**config.mk**
```make
export PLATFORM = sky130hd
export DESIGN_NAME = if_stage_fetch_unit
export DESIGN_NICKNAME = d
export VERILOG_FILES = /design/src/rtl/if_stage_fetch_unit.sv
export SDC_FILE = /design/constraint.sdc
export NUM_CORES = 1
export LEC_CHECK = 0
export BUFFER_PORTS_ARGS = -buffer_cell sky130_fd_sc_hd__buf_2
export CAP_MARGIN = 10
export CORE_MARGIN = 8
export CORE_UTILIZATION = 50
export DETAILED_ROUTE_END_ITERATION = 16
export PLACE_DENSITY_LB_ADDON = 0.2
export SYNTH_ARGS = -nofsm -noshare
export SYNTH_HDL_FRONTEND = slang
export SYNTH_SLANG_ARGS = --single-unit
```
**constraint.sdc**
```tcl
create_clock -name clk -period 2.07 [get_ports clk]
set_input_delay 0.207 -clock clk [delete_from_list [all_inputs] [get_ports clk]]
set_output_delay 0.207 -clock clk [all_outputs]
set_load 0.01 [all_outputs]
```
**src/rtl/if_stage_fetch_unit.sv**
```systemverilog
`default_nettype none
// ============================================================================
// Module   : if_stage_fetch_unit
// Purpose  : Instruction fetch stage with IF/ID register; owns the PC, talks to
//            a variable-latency instruction memory and feeds decode.
// Revision : 1.0 - initial release
// ============================================================================
module if_stage_fetch_unit #(
    parameter int                     ADDRESS_LEN     = 32,
    parameter int                     INSTRUCTION_LEN = 32,
    parameter logic [ADDRESS_LEN-1:0] RESET_PC        = '0
) (
    input  logic                       clk,
    input  logic                       rst,
    input  logic                       freeze,
    input  logic                       branch_taken,
    input  logic [ADDRESS_LEN-1:0]     branch_address,
    output logic                       imem_req,
    output logic [ADDRESS_LEN-1:0]     imem_addr,
    input  logic [INSTRUCTION_LEN-1:0] imem_rdata,
    input  logic                       imem_ready,
    output logic [ADDRESS_LEN-1:0]     PC_out,
    output logic [INSTRUCTION_LEN-1:0] instruction_out,
    output logic                       valid_out
);

    localparam logic [1:0] c_FETCH   = 2'd0;
    localparam logic [1:0] c_DISCARD = 2'd1;
    localparam logic [1:0] c_HOLD    = 2'd2;

    logic [1:0]                 r_state;
    logic [ADDRESS_LEN-1:0]     r_pc;
    logic [ADDRESS_LEN-1:0]     r_discard_addr;
    logic [ADDRESS_LEN-1:0]     r_hold_pc;
    logic [INSTRUCTION_LEN-1:0] r_hold_instr;
    logic [ADDRESS_LEN-1:0]     r_pc_out;
    logic [INSTRUCTION_LEN-1:0] r_instr_out;
    logic                       r_valid_out;
    logic [ADDRESS_LEN-1:0]     w_pc_plus4;

    assign w_pc_plus4      = r_pc + ADDRESS_LEN'(4);
    // An abandoned request keeps its original address until memory answers it.
    assign imem_addr       = (r_state == c_DISCARD) ? r_discard_addr : r_pc;
    assign imem_req        = ~rst & (r_state != c_HOLD);
    assign PC_out          = r_pc_out;
    assign instruction_out = r_instr_out;
    assign valid_out       = r_valid_out;

    always_ff @(posedge clk) begin
        if (rst) begin
            r_state        <= c_FETCH;
            r_pc           <= RESET_PC;
            r_discard_addr <= RESET_PC;
            r_hold_pc      <= '0;
            r_hold_instr   <= '0;
            r_pc_out       <= '0;
            r_instr_out    <= '0;
            r_valid_out    <= 1'b0;
        end else begin
            case (r_state)
                c_FETCH: begin
                    if (branch_taken) begin
                        r_pc        <= branch_address;
                        r_pc_out    <= '0;
                        r_instr_out <= '0;
                        r_valid_out <= 1'b0;
                        if (!imem_ready) begin
                            r_discard_addr <= r_pc;
                            r_state        <= c_DISCARD;
                        end
                    end else if (imem_ready) begin
                        r_pc <= w_pc_plus4;
                        if (freeze) begin
                            // Decode is stalled: park the word until it can accept it.
                            r_hold_pc    <= w_pc_plus4;
                            r_hold_instr <= imem_rdata;
                            r_state      <= c_HOLD;
                        end else begin
                            r_pc_out    <= w_pc_plus4;
                            r_instr_out <= imem_rdata;
                            r_valid_out <= 1'b1;
                        end
                    end else if (!freeze) begin
                        r_pc_out    <= '0;
                        r_instr_out <= '0;
                        r_valid_out <= 1'b0;
                    end
                end
                c_DISCARD: begin
                    if (branch_taken) begin
                        r_pc <= branch_address;
                    end
                    if (imem_ready) begin
                        r_state <= c_FETCH;
                    end
                    if (branch_taken || !freeze) begin
                        r_pc_out    <= '0;
                        r_instr_out <= '0;
                        r_valid_out <= 1'b0;
                    end
                end
                c_HOLD: begin
                    if (branch_taken) begin
                        r_pc         <= branch_address;
                        r_hold_pc    <= '0;
                        r_hold_instr <= '0;
                        r_pc_out     <= '0;
                        r_instr_out  <= '0;
                        r_valid_out  <= 1'b0;
                        r_state      <= c_FETCH;
                    end else if (!freeze) begin
                        r_pc_out    <= r_hold_pc;
                        r_instr_out <= r_hold_instr;
                        r_valid_out <= 1'b1;
                        r_state     <= c_FETCH;
                    end
                end
                default: begin
                    r_state <= c_FETCH;
                end
            endcase
        end
    end

endmodule
`default_nettype wire

```
==> flow_summary.json <==
{
  "violations": "setup timing",
  "crit_buf_inv": 0,
  "synth_enable_flop_cells": 0,
  "syn_area_um2": 9238,
  "drtIter0Drc": 976,
  "dpl.hpwl_mm": 19.89,
  "setup_viol": 1,
  "cts-root-buf": "clkbuf_16",
  "layout.nets": 1376,
  "finClkSkew_ps": 14.62,
  "cp.required_ps": 2440,
  "layout-drive-gt1-share_pct": 28.82,
  "grt_overflow_total": 0,
  "fin_cells": 1544,
  "final-seq-area_um2": 3916,
  "clock.fmax_ghz": 0.4716,
  "diodes": 0,
  "cpMaxStageDelayCell": "or4_4",
  "p_per_area_nw_per_um2": 820.8,
  "setup_ws_ps": -50.40,
  "whs_ps": 12.97,
  "rsz0062_at_grt": "yes",
  "crit_type": "reg -> reg",
  "synthArstFlopShare_pct": 0,
  "hold_class": "in -> reg",
  "placed_area_um2": 10850,
  "antenna_left": 0,
  "cts_tree": "done",
  "syn_to_final_growth_pct": 27.35,
  "timing.slew.headroom_pct": 62.35,
  "syn_nets": 1212,
  "grt_pass1_wl_mm": 47.02,
  "die_x_um": 151.9,
  "num_vias": 9333,
  "fin_crit_sh_pct": 102.4,
  "finalWirelength_mm": 29.42,
  "grt_use_total_pct": 24.34,
  "layout_common_cells": "187 x dfxtp_1, 165 x buf_2, 142 x nand2_1",
  "rows": 49,
  "viasPerCell": 6.045,
  "multi_input_area_um2": 5052,
  "crit_fanout": 5,
  "slew_viol_final": 0,
  "ys_seq_area_share_pct": 42.26,
  "ys_warn_count": 0,
  "clock-sinks": 195,
  "p_leak_nw": 4.726,
  "core_um2": 18020,
  "avgRoutedWirePerCell_um": 19.05,
  "drv_cap": 0,
  "outcome": "finished, violations left",
  "fp.dieArea_um2": 23080,
  "worst_pin_slew_ps": 560.8,
  "ff2ff_path_depth": 6,
  "final_common_cell": "dfxtp_1",
  "path_cells": "ha_4 > nand4_1 > or4_4 > or2_1 > or4_1 > a31oi_1",
  "hold_path_depth": 3,
  "drt_first_pass_iters": 7,
  "drc": 0,
  "hold_viol": 0,
  "max_stage_delay_ps": 550,
  "port_buffers": 166,
  "cp.depth": 6,
  "clkLatencyLatePin_ps": 440,
  "nFillCells": 1542,
  "htreeDepth": 4,
  "ys.flop_type": "dfxtp_1",
  "clockBufferDepth": 2,
  "crit_family": "simple AND/OR/NAND/NOR gates",
  "clkTransAtPathRegs_ps": 70,
  "placedCellCount": 1505,
  "min_period_ps": 2120,
  "die_h_um": 151.9,
  "fin_util_pct": 65.26,
  "antenna_found_initial": 0,
  "worstSetupEndpointType": "register",
  "grt_pass1_vias": 8825,
  "gp_congestion": 0.9739,
  "worst_ir_drop_vdd_uv": 638.0,
  "final_area_um2": 11760,
  "io_pins": 167,
  "start_util_pct": 51.25,
  "start_kind": "register",
  "syn_inst": 1138,
  "postSynthAreaPerCell_um2": 8.117,
  "synth-seq-cells": 195,
  "worstPathArrival_ps": 2490,
  "numCtsBuffers": 17,
  "fin_total_pwr_mw": 9.656,
  "grt_max_degree": 96,
  "ys_types": 61
}
## final cells by class
cell class | count | area share (%)
multi-input cells | 807 | 42.95
flip-flops and latches | 195 | 33.29
repair buffers | 269 | 15.66
clock buffers | 19 | 3.850
well taps | 229 | 2.436
clock inverters | 13 | 1.436
inverters | 12 | 0.3829
## worst reg2reg max path: stages (launching register included)
cell and delay, ps:
dfxtp_2 360, ha_4 140, nand4_1 140, or4_4 550, or2_1 240, or4_1 470, a31oi_1 160
## worst paths after layout
path                                   startpoint  slack (ps)               to
worst max-delay path                      r_pc[2]         -50         r_pc[22]
worst min-delay path            branch_address[0]          10          r_pc[0]
worst max register to register            r_pc[2]         -50         r_pc[22]
worst min register to register    r_hold_instr[7]         450  r_hold_instr[7]
## timing repair
item / 4_1_cts / 5_1_grt
setup endpoints to repair: 35 / 150
buffers inserted: 0 / 5
cloned: 0 / 1
endpoints found under the hold margin: 1 / 0
hold buffers: 1 / 0
pin swaps: 0 / 3
resized for setup: 7 / 39
## cell families after synthesis
group | after synthesis | share of synthesized area (%)
AO/OA/AOI/OAI | 320 | 22.88
XOR/XNOR | 20 | 1.896
adder cells (fa/ha/maj) | 5 | 0.6772
buffers and inverters | 136 | 5.729
flip-flops | 195 | 42.26
multiplexers | 36 | 4.267
AND/OR/NAND/NOR | 426 | 22.29
## power breakdown
| group | switching, mW | internal (mW) | total (mW) |
|---|---|---|---|
| clock | 1.59 | 1.90 | 3.49 |
| combinational | 1.19 | 0.866 | 2.05 |
| sequential | 0.144 | 3.97 | 4.11 |
| total | 2.92 | 6.73 | 9.66 |
## sequential cells by signal, indices dropped and copies added (netlist names)
signal and flops:
r_state 2, instruction_out 32, r_hold_pc 32, r_hold_instr 32
valid_out 1, r_pc 32, PC_out 32, r_discard_addr 32
## per-layer routing
layer | GRT usage [%] | share of wire, % | up-vias
li1 | - | - | 4430
met1 | 32.69 | 43 | 4409
met2 | 38.26 | 46 | 436
met3 | 4.855 | 8.4 | 58
met4 | 8.157 | 2.2 | 0
met5 | 0 | 0 | -
## cell usage after synthesis, types with 14 or more instances
master | n | area share (%)
nor2_1 | 102 | 4.1
a221oi_1 | 48 | 4.6
mux2_2 | 27 | 3.3
xnor2_1 | 14 | 1.3
nand3b_1 | 35 | 2.8
a21oi_1 | 112 | 6.1
clkbuf_1 | 101 | 4.1
dfxtp_1 | 195 | 42
nor3_1 | 54 | 2.9
nand3_1 | 18 | 0.98
nand4_1 | 17 | 1.2
a211oi_1 | 14 | 1.1
o21ai_0 | 49 | 2.7
a22oi_1 | 14 | 1.1
nand2_1 | 142 | 5.8
## stage by stage
| stage | TNS (ps) | setup slack (ps) |
|---|---|---|
| 2_1_floorplan | -22.64 | -22.64 |
| 5_1_grt | -304.1 | -132.1 |
| 4_1_cts | -29.20 | -23.54 |
| 6_report | -50.40 | -50.40 |
| 3_5_place_dp | -148.9 | -108.8 |
| 3_3_place_gp | -267.2 | -141.3 |
(Power assumes the default switching activity.)
